$ cat src/rtl/adc_pkg.sv
// adc_pkg
//   Constants and helpers shared by the ADC-to-millivolt converter.
//   ACC_GUARD_W   : extra accumulator bits above the output width
//                   (covers the largest window of 64 samples plus sign margin)
//   MAX_AVG_LOG2  : largest supported window exponent; larger requests saturate
//   midscale()    : offset-binary zero code for a given ADC width
//   acc_width()   : accumulator width for a given output width
//   clamp_s()     : clamp a signed value into [lo, hi]
//   sat_s()       : saturate a signed value to a w-bit two's-complement range
//   lim_avg()     : limit a window exponent to MAX_AVG_LOG2
package adc_pkg;

  localparam int         ACC_GUARD_W  = 7;
  localparam logic [2:0] MAX_AVG_LOG2 = 3'd6;

  function automatic int midscale(input int adc_w);
    return 1 << (adc_w - 1);
  endfunction

  function automatic int acc_width(input int out_w);
    return out_w + ACC_GUARD_W;
  endfunction

  function automatic logic signed [63:0] clamp_s(input logic signed [63:0] v,
                                                 input logic signed [63:0] lo,
                                                 input logic signed [63:0] hi);
    if (v < lo) return lo;
    if (v > hi) return hi;
    return v;
  endfunction

  function automatic logic signed [63:0] sat_s(input logic signed [63:0] v,
                                               input int w);
    logic signed [63:0] hi;
    logic signed [63:0] lo;
    hi = (64'sd1 <<< (w - 1)) - 64'sd1;
    lo = -(64'sd1 <<< (w - 1));
    return clamp_s(v, lo, hi);
  endfunction

  function automatic logic [2:0] lim_avg(input logic [2:0] a);
    return (a > MAX_AVG_LOG2) ? MAX_AVG_LOG2 : a;
  endfunction

endpackage

$ cat src/rtl/adc_ch_scale.sv
// adc_ch_scale
//   Per-channel front end: offset add with clamp, midscale removal, and
//   scaling to signed millivolts. Three register stages.
//   ad_clk_i  : clock (rising edge)
//   rst_i     : synchronous active-high reset
//   code_i    : raw offset-binary ADC code
//   offset_i  : signed offset in code LSBs
//   mv_o      : signed millivolt result (stage 3 register)
//   ovr_o     : sample was clamped, or the raw code sat at a rail
module adc_ch_scale
  import adc_pkg::*;
#(
  parameter int ADC_W = 12,
  parameter int OUT_W = 16,
  parameter int SCALE = 8000,
  parameter int SHIFT = 13
) (
  input  logic                    ad_clk_i,
  input  logic                    rst_i,
  input  logic [ADC_W-1:0]        code_i,
  input  logic [ADC_W-1:0]        offset_i,
  output logic signed [OUT_W-1:0] mv_o,
  output logic                    ovr_o
);

  // Product width covers the full |d| * SCALE range with no loss.
  localparam int                     PW       = ADC_W + 33;
  localparam logic signed [63:0]     CODE_MAX = (64'sd1 <<< ADC_W) - 64'sd1;
  localparam logic signed [ADC_W:0]  MID      = (ADC_W+1)'(midscale(ADC_W));

  logic signed [63:0]      sum_w;
  logic signed [ADC_W:0]   s1_d, s1_q;
  logic signed [ADC_W:0]   s2_d, s2_q;
  logic                    s1_ovr_d, s1_ovr_q, s2_ovr_q;
  logic [ADC_W:0]          mag;
  logic [PW-1:0]           prod, quot;
  logic signed [63:0]      mv_w;
  logic signed [OUT_W-1:0] mv_d, mv_q;
  logic                    ovr_q;

  always_comb begin
    sum_w    = 64'($signed({1'b0, code_i})) + 64'($signed(offset_i));
    s1_d     = (ADC_W+1)'(clamp_s(sum_w, 64'sd0, CODE_MAX));
    s1_ovr_d = (sum_w < 0) || (sum_w > CODE_MAX) ||
               (code_i == '0) || (code_i == '1);
    s2_d     = s1_q - MID;
    // Scale the magnitude so the shift truncates toward zero for both signs.
    mag      = s2_q[ADC_W] ? $unsigned(-s2_q) : $unsigned(s2_q);
    prod     = PW'(mag) * PW'(SCALE);
    quot     = prod >> SHIFT;
    mv_w     = s2_q[ADC_W] ? -$signed(64'(quot)) : $signed(64'(quot));
    mv_d     = OUT_W'(sat_s(mv_w, OUT_W));
  end

  always_ff @(posedge ad_clk_i) begin
    if (rst_i) begin
      s1_q     <= '0;
      s1_ovr_q <= 1'b0;
      s2_q     <= '0;
      s2_ovr_q <= 1'b0;
      mv_q     <= '0;
      ovr_q    <= 1'b0;
    end else begin
      s1_q     <= s1_d;
      s1_ovr_q <= s1_ovr_d;
      s2_q     <= s2_d;
      s2_ovr_q <= s1_ovr_q;
      mv_q     <= mv_d;
      ovr_q    <= s2_ovr_q;
    end
  end

  assign mv_o  = mv_q;
  assign ovr_o = ovr_q;

endmodule

$ cat src/rtl/adc_volt_conv.sv
// adc_volt_conv
//   Multi-channel ADC code to signed millivolt converter with per-channel
//   offset trim and power-of-two window averaging.
//   ad_clk     : clock (rising edge)
//   rst        : synchronous active-high reset
//   ad_in      : raw codes, channel k at [k*ADC_W +: ADC_W], sampled every cycle
//   cfg_wr     : offset write strobe
//   cfg_ch     : offset write channel (out-of-range indices are ignored)
//   cfg_offset : signed offset in code LSBs
//   avg_log2   : window exponent (0..6, 7 behaves as 6)
//   volt       : averaged signed mV per channel, held between strobes
//   volt_vld   : one-cycle strobe per completed window
//   ovr        : per-channel over-range flag for the reported window
module adc_volt_conv
  import adc_pkg::*;
#(
  parameter int NCH        = 2,
  parameter int ADC_W      = 12,
  parameter int OUT_W      = 16,
  parameter int SCALE      = 8000,
  parameter int SHIFT      = 13,
  parameter int DEF_OFFSET = 0
) (
  input  logic                                  ad_clk,
  input  logic                                  rst,
  input  logic [NCH*ADC_W-1:0]                  ad_in,
  input  logic                                  cfg_wr,
  input  logic [((NCH > 1) ? $clog2(NCH) : 1)-1:0] cfg_ch,
  input  logic [ADC_W-1:0]                      cfg_offset,
  input  logic [2:0]                            avg_log2,
  output logic [NCH*OUT_W-1:0]                  volt,
  output logic                                  volt_vld,
  output logic [NCH-1:0]                        ovr
);

  localparam int ACC_W = acc_width(OUT_W);

  logic [ADC_W-1:0]        off_q [NCH];
  logic [2:0]              vld_q;
  logic signed [OUT_W-1:0] mv [NCH];
  logic [NCH-1:0]          s3_ovr;

  logic [5:0]              cnt_q, cnt_d;
  logic [2:0]              avg_q, avg_d, log2_eff;
  logic [6:0]              win_len;
  logic                    win_last;
  logic signed [ACC_W-1:0] acc_q [NCH];
  logic signed [ACC_W-1:0] acc_d [NCH];
  logic signed [ACC_W-1:0] acc_sum [NCH];
  logic [NCH-1:0]          ovr_acc_q, ovr_acc_d, ovr_sum, ovr_q, ovr_d;
  logic [NCH*OUT_W-1:0]    volt_q, volt_d;
  logic                    vld_o_q, vld_o_d;

  for (genvar k = 0; k < NCH; k++) begin : g_ch
    adc_ch_scale #(
      .ADC_W (ADC_W),
      .OUT_W (OUT_W),
      .SCALE (SCALE),
      .SHIFT (SHIFT)
    ) u_ch (
      .ad_clk_i (ad_clk),
      .rst_i    (rst),
      .code_i   (ad_in[k*ADC_W +: ADC_W]),
      .offset_i (off_q[k]),
      .mv_o     (mv[k]),
      .ovr_o    (s3_ovr[k])
    );
  end

  always_ff @(posedge ad_clk) begin
    if (rst) begin
      for (int k = 0; k < NCH; k++) off_q[k] <= ADC_W'(DEF_OFFSET);
    end else if (cfg_wr && (int'(cfg_ch) < NCH)) begin
      off_q[cfg_ch] <= cfg_offset;
    end
  end

  // The window size is taken from avg_log2 only while the counter sits at 0,
  // so a change mid-window applies from the next window on.
  always_comb begin
    log2_eff  = (cnt_q == '0) ? lim_avg(avg_log2) : avg_q;
    win_len   = 7'd1 << log2_eff;
    win_last  = ({1'b0, cnt_q} == (win_len - 7'd1));
    cnt_d     = cnt_q;
    avg_d     = avg_q;
    vld_o_d   = 1'b0;
    volt_d    = volt_q;
    ovr_d     = ovr_q;
    ovr_acc_d = ovr_acc_q;
    for (int k = 0; k < NCH; k++) begin
      acc_d[k] = acc_q[k];
      if (cnt_q == '0) begin
        acc_sum[k] = {{(ACC_W-OUT_W){mv[k][OUT_W-1]}}, mv[k]};
        ovr_sum[k] = s3_ovr[k];
      end else begin
        acc_sum[k] = acc_q[k] + {{(ACC_W-OUT_W){mv[k][OUT_W-1]}}, mv[k]};
        ovr_sum[k] = ovr_acc_q[k] | s3_ovr[k];
      end
    end
    if (vld_q[2]) begin
      avg_d     = log2_eff;
      ovr_acc_d = ovr_sum;
      for (int k = 0; k < NCH; k++) acc_d[k] = acc_sum[k];
      if (win_last) begin
        cnt_d   = '0;
        vld_o_d = 1'b1;
        ovr_d   = ovr_sum;
        for (int k = 0; k < NCH; k++) begin
          volt_d[k*OUT_W +: OUT_W] =
            OUT_W'(sat_s(64'(acc_sum[k] >>> log2_eff), OUT_W));
        end
      end else begin
        cnt_d = cnt_q + 6'd1;
      end
    end
  end

  always_ff @(posedge ad_clk) begin
    if (rst) begin
      vld_q     <= '0;
      cnt_q     <= '0;
      avg_q     <= '0;
      ovr_acc_q <= '0;
      ovr_q     <= '0;
      volt_q    <= '0;
      vld_o_q   <= 1'b0;
      for (int k = 0; k < NCH; k++) acc_q[k] <= '0;
    end else begin
      vld_q     <= {vld_q[1:0], 1'b1};
      cnt_q     <= cnt_d;
      avg_q     <= avg_d;
      ovr_acc_q <= ovr_acc_d;
      ovr_q     <= ovr_d;
      volt_q    <= volt_d;
      vld_o_q   <= vld_o_d;
      for (int k = 0; k < NCH; k++) acc_q[k] <= acc_d[k];
    end
  end

  assign volt     = volt_q;
  assign volt_vld = vld_o_q;
  assign ovr      = ovr_q;

endmodule

$ cat config.mk
export PLATFORM = sky130hd
export DESIGN_NAME = adc_volt_conv
export DESIGN_NICKNAME = d
export VERILOG_FILES = /design/src/rtl/adc_pkg.sv /design/src/rtl/adc_ch_scale.sv /design/src/rtl/adc_volt_conv.sv
export SDC_FILE = /design/constraint.sdc
export NUM_CORES = 1
export LEC_CHECK = 0
export BUFFER_PORTS_ARGS = -buffer_cell sky130_fd_sc_hd__buf_2
export CORE_MARGIN = 5
export CORE_UTILIZATION = 64
export CTS_BUF_LIST = sky130_fd_sc_hd__clkbuf_8 sky130_fd_sc_hd__clkbuf_16
export CTS_CLUSTER_SIZE = 24
export DETAILED_ROUTE_END_ITERATION = 12
export PLACE_DENSITY = 0.87
export SLEW_MARGIN = 40
export SYNTH_ARGS = -nofsm -noshare
export SYNTH_HDL_FRONTEND = slang
export SYNTH_SLANG_ARGS = --single-unit
$ cat constraint.sdc
create_clock -name ad_clk -period 8.1 [get_ports ad_clk]
set_input_delay 1.215 -clock ad_clk [delete_from_list [all_inputs] [get_ports ad_clk]]
set_output_delay 1.215 -clock ad_clk [all_outputs]
set_load 0.05 [all_outputs]
* Word level (Yosys, flattened, before mapping)
Memory sizes are Yosys's and may differ from the RTL's. Cells that the tools add are included.
Storage, ports and cells: flip-flop bits (word level) 139, input bits 43, RAM bits 70, logic and storage cells 147, memories 2
Memory list:
- acc_q | words 2, width 23, rd ports 2, clocked after Yosys merged registers in 0, wr ports 2, line adc_volt_conv.sv:47 | logic signed [ACC_W-1:0] acc_q [NCH];
- off_q | words 2, width 12, rd ports 2, clocked after Yosys merged registers in 0, wr ports 2, line adc_volt_conv.sv:38 | logic [ADC_W-1:0] off_q [NCH];
Cells by class: shift-type cells 3, bitwise logic cells 5, reductions and logical operators 12, muxes and demuxes 75, multipliers 2, add/sub/neg operators 12, equality and inequality tests 3, $lt $le $gt $ge 13
Operator list (number):
- greater-than comparator 64 x 16 -> 1 bit (second input constant) | 4
- less-than comparator 64 x 16 -> 1 bit (second input constant) | 4
- two-way mux 16 bit | 16
- two-way mux 13 bit | 10
- two-way mux 64 bit | 2
- negator 13 -> 64 bit | 2
- >>> shifter 23 x 3 -> 64 bit | 2
- two-way mux 23 bit | 4
- adder 23 bit | 2
- two-way mux 46 bit | 1
- multiplier 13 x 7 -> 20 bit (second input constant) | 2
- two-way mux 1 bit | 38
- adder 13 x 12 -> 14 bit | 2
- greater-than comparator 14 x 13 -> 1 bit (second input constant) | 2
- less-than comparator 14 x 1 -> 1 bit (second input constant) | 2
- negator 13 bit | 2
- subtractor 13 bit (second input constant) | 2
- == test 12 bit (second input constant) | 2
- zero test 12 bit | 2
- two-way mux 12 bit | 1
- OR reduction 12 bit | 1
- == test 6 x 7 -> 1 bit | 1
- left shift 1 x 3 -> 7 bit (first input constant) | 1
- subtractor 7 x 1 -> 7 bit (second input constant) | 1
- other kinds (10) | 19

* Depth between registers and ports, before layout
word-level depth 13, gate-level depth with buffers 31

* Hierarchy
A second synthesis with hierarchy kept.
Unflattened totals: cells, all modules 2223, area, all modules 18625.4 um2
Modules (own cells, without submodules):
- adc_volt_conv | area an instance 9430.3 um2, cells each 1222, times used 1, sequential area each 2622.5 um2
- adc_ch_scale at g_ch[0].u_ch | area an instance 4658.2 um2, cells each 501, times used 1, sequential area each 900.9 um2
- adc_ch_scale at g_ch[1].u_ch | area an instance 4536.9 um2, cells each 500, times used 1, sequential area each 900.9 um2

* Worst setup path before layout
Ideal clock, no wire load.
kind reg2reg, start point reg g_ch[0].u_ch.s2_q[0], end point reg g_ch[0].u_ch.mv_q[14], arrival time 6.573 ns, data required time 7.977 ns, buffers on the path 3, period minus slack after synthesis 6.696 ns, setup time 0.123 ns, path slack 1.404 ns, stages on the path, launching flop included 28, cell sequence dfxtp_1 -> inv_1 -> ha_1 -> nand2b_1 -> o21ai_0 -> xor2_1 -> xnor2_1 -> xor2_1 -> fa_1 -> fa_1 -> fa_1 -> inv_1 -> ha_1 -> clkbuf_1 -> and2_1 -> a221oi_1 -> nor3_1 -> nor4_1 -> a21o_1 -> a22oi_1 -> or4_1 -> clkbuf_1 -> nor3_1 -> ha_1 -> inv_1 -> o211ai_1 -> buf_2 -> a21oi_1
On the way: word-level cells in the longest chain between the ends 10, elaborated cells between the ends (all ways) 13, those cells by class 2 x add/sub; 1 x mul; 2 x order compare; 8 x mux
Ends and longest elaborated chain:
- start: declaration | line adc_ch_scale.sv:33 | logic signed [ADC_W:0] s2_d, s2_q;
- start signal: assignment | line adc_ch_scale.sv:59 | s2_q <= '0;
- start signal: assignment | line adc_ch_scale.sv:66 | s2_q <= s2_d;
- negator 13 bit | line adc_ch_scale.sv:48 | mag = s2_q[ADC_W] ? $unsigned(-s2_q) : $unsigned(s2_q);
- two-way mux 13 bit (*) | line adc_ch_scale.sv:48
- multiplier 13 x 7 -> 20 bit (*) | line adc_ch_scale.sv:49 | prod = PW'(mag) * PW'(SCALE);
- negator 13 -> 64 bit | line adc_ch_scale.sv:51 | mv_w = s2_q[ADC_W] ? -$signed(64'(quot)) : $signed(64'(quot));
- two-way mux 64 bit (*) | line adc_ch_scale.sv:51
- greater-than comparator 64 x 16 -> 1 bit | line adc_pkg.sv:28 | if (v > hi) return hi;
- two-way mux 1 bit (2 in a row) | line adc_pkg.sv:28
- two-way mux 16 bit | line adc_pkg.sv:29 | return v;
- two-way mux 16 bit (*) | line adc_pkg.sv:28
- end signal: assignment | line adc_ch_scale.sv:68 | mv_q <= mv_d;
- end: declaration | line adc_ch_scale.sv:38 | logic signed [OUT_W-1:0] mv_d, mv_q;
Every way passes the cells marked *; elsewhere a longest branch is shown, timed or not. The select of a mux whose other input is x is not followed. A chain may end at the register's enable or synchronous reset.

* Worst setup path in the final report
start point reg g_ch[0].u_ch.s2_q[0], end point reg g_ch[0].u_ch.mv_q[7]
The elaborated chain is that of the path after synthesis.

==> impl_metrics.py <==
metrics = {
    "outcome": {
        "outcome": "finished, final reports clean",
    },
    "setup_path": {
        "crit_top_cell": "ha_1",
        "critPathMaxFanout": 15,
        "cp.required_ns": 8.50,
        "cp-start-kind": "flip-flop",
        "reg2regPathDepth": 29,
        "slowest_delay_ns": 0.60,
        "slowest_stage": "fa_1",
        "cp-end-kind": "flip-flop",
        "critPathArrivalTime_ns": 7.66,
        "worstSetupPathType": "reg -> reg",
    },
    "sta": {
        "rsz0062_at_grt": "no",
        "drv_slew": 0,
        "setup_viol": 0,
        "tightest_slew_ns": 0.879,
        "setup_ws_ns": 0.842,
        "max_clock_freq_mhz": 138,
        "final_hold_viol_count": 0,
        "fin_crit_ns": 7.26,
        "finClkSkew_ns": 0.0115,
        "tns_ns": 0,
        "slew_headroom": 0.410,
        "holdWs_ns": 0.433,
        "finalCritPeriodShare": 0.896,
    },
    "detailed_routing": {
        "remaining_drc_errors": 0,
        "via_per_inst": 6.44,
        "wirelength_um": 51000,
        "antenna_left": 0,
        "drtPass1Iterations": 6,
        "num_vias": 17200,
        "wl_per_cell_um": 19.1,
        "first_iter_violations": 1653,
    },
    "synth": {
        "syn_inst": 2263,
        "ys_async_sr_fraction": 0,
        "synth_ff_type": "dfxtp_1",
        "yosysWarningCount": 0,
        "synth_edf_count": 24,
        "netlist_area_mm2": 0.0188,
        "ys_seq_area_frac": 0.235,
        "synth_area_per_cell_um2": 8.31,
        "ys_seq_elements": 209,
        "ys_types": 98,
    },
    "layout": {
        "layout-drive-gt1-share": 0.0934,
        "area_growth_pct": 8.11,
        "mostFrequentLayoutCells": "nor2_1, dfxtp_1, nand2_1",
        "final_cells": 2674,
        "stdcell_area_mm2": 0.0203,
        "final_common_cell": "nor2_1",
        "antenna_cells": 0,
        "final_nets": 2547,
        "utilization": 0.704,
    },
    "power": {
        "p_per_area_mw_per_mm2": 356,
        "p_leak_nw": 8.66,
        "ir_worst_vdd_mv": 0.279,
        "finalPower_mw": 7.24,
    },
    "clock_tree": {
        "clkTransAtPathRegs_ns": 0.06,
        "cts_inserted_buffers": 25,
        "cts_sinks": 209,
        "cts_setup_buffers": 0,
        "cts-hold-fix-buffers": 0,
        "cts_root_buf": "clkbuf_16",
        "htreeDepth": 1,
        "cts_tree": "built",
        "clkLatencyLatePin_ns": 0.54,
        "cts_resized": 0,
        "clock_path_buffers": 3,
    },
    "placement": {
        "numPortBuffers": 77,
        "dp_hpwl_um": 38300,
        "placed_area_mm2": 0.0194,
        "place_ws_ns": 0.859,
        "placed_cells": 2629,
        "globalplace.congestion": 0.960,
    },
    "floorplan": {
        "initial_utilization": 0.651,
        "die-height_um": 181,
        "die-area_mm2": 0.0329,
        "core-area_mm2": 0.0289,
        "ios": 78,
        "rows": 62,
        "die_x_um": 181,
    },
    "global_route": {
        "antenna_found_initial": 0,
        "grt_usage": 0.300,
        "grt_max_degree": 56,
        "grt_pass1_wl_um": 84100,
        "overflow": 0,
        "grt_pass1_vias": 17000,
    },
    "run": {
        "maxCapViolCount": 0,
    },
    "hold_path": {
        "hp-class": "reg -> reg",
        "hold_path_depth": 1,
    },
}
[flip-flops by register name, indices dropped and copies added (netlist names)]
register / flops
acc_q: 46
g_ch.u_ch.mv_o: 32
volt: 32
g_ch.u_ch.s1_q: 26
g_ch.u_ch.s2_q: 26
off_q: 24
cnt_q: 6
avg_q: 3
vld_q: 3
g_ch.u_ch.ovr_o: 2
g_ch.u_ch.s1_ovr_q: 2
g_ch.u_ch.s2_ovr_q: 2
ovr: 2
ovr_acc_q: 2
volt_vld: 1
[layer usage]
layer	vias up	wire (um)	GRT usage
li1	8191	-	-
met4	0	2440	0.118
met5	-	0	0
met3	175	4460	0.0698
met1	8082	21100	0.386
met2	764	23000	0.489
[worst max-delay path, delay by kind of cell (launching register included)]
| kind | cells | cell delay, ns |
|---|---|---|
| fa+ha+maj | 7 | 2.34 |
| compound gates | 8 | 1.66 |
| xor+xnor | 4 | 1.07 |
| simple gates | 6 | 1.35 |
| buf+inv | 4 | 0.25 |
| flops | 1 | 0.42 |
[path summary, 6_finish.rpt]
| kind | endpoint | start | slack, ns |
|---|---|---|---|
| setup / recovery | g_ch[0].u_ch.mv_o[7]$_SDFF_PP0_ | g_ch[0].u_ch.s2_q[0]$_SDFF_PP0_ | 0.84 |
| hold / removal | g_ch[1].u_ch.s2_q[4]$_SDFF_PP0_ | g_ch[1].u_ch.s1_q[4]$_SDFF_PP0_ | 0.43 |
| setup reg to reg | g_ch[0].u_ch.mv_o[7]$_SDFF_PP0_ | g_ch[0].u_ch.s2_q[0]$_SDFF_PP0_ | 0.84 |
| hold reg to reg | g_ch[1].u_ch.s2_q[4]$_SDFF_PP0_ | g_ch[1].u_ch.s1_q[4]$_SDFF_PP0_ | 0.43 |
[cell type report]
cell class / instances / area [um^2]
well taps: 384 / 480
flip-flops and latches: 209 / 4430
fillers: 2228 / 8530
repair buffers: 94 / 515
clock inverters: 15 / 203
clock buffers: 30 / 728
multi-input cells: 1802 / 13400
inverters: 140 / 526
[Yosys cell counts, types with 14 or more instances]
cell type / number / share of area
a211oi_1: 70 / 0.028
a21o_1: 39 / 0.016
a21oi_1: 161 / 0.043
a31oi_1: 18 / 0.0060
and2_1: 42 / 0.014
and3_1: 20 / 0.0067
buf_2: 20 / 0.0053
clkbuf_1: 75 / 0.015
dfxtp_1: 185 / 0.20
edfxtp_1: 24 / 0.038
fa_1: 72 / 0.077
ha_1: 160 / 0.11
inv_1: 139 / 0.028
mux2i_1: 46 / 0.024
nand2_1: 176 / 0.035
nand2b_1: 18 / 0.0060
nand3_1: 32 / 0.0085
nand4_1: 28 / 0.0093
nor2_1: 201 / 0.040
nor2b_1: 43 / 0.014
nor3_1: 44 / 0.012
nor4_1: 14 / 0.0047
o211ai_1: 29 / 0.012
o21a_1: 47 / 0.019
o21ai_0: 102 / 0.027
o21bai_1: 14 / 0.0056
o22ai_1: 16 / 0.0053
o31ai_1: 23 / 0.0092
or3_1: 17 / 0.0057
xnor2_1: 83 / 0.039
xor2_1: 55 / 0.026
[cell families (layout without fill, tap and decap cells)]
logic type / Yosys count / in the layout / synth area share
AOI/OAI and AO/OA: 679 / 679 / 0.250
and+or+nand+nor: 688 / 688 / 0.178
other: 1 / 2 / 0.000199
muxes: 59 / 59 / 0.0323
buffers and inverters: 253 / 279 / 0.0531
xor gates and xnor gates: 140 / 140 / 0.0666
adders and majority gates: 234 / 234 / 0.184
DFF: 209 / 209 / 0.235
[where the power goes]
part	total (mW)	leakage, nW	switching [mW]	internal, mW
logic	4.72	6.44	2.80	1.92
clock network	1.25	0.468	0.478	0.774
registers	1.27	1.75	0.0931	1.18
total	7.24	8.66	3.37	3.87
Power figures use the tool's default switching activity.
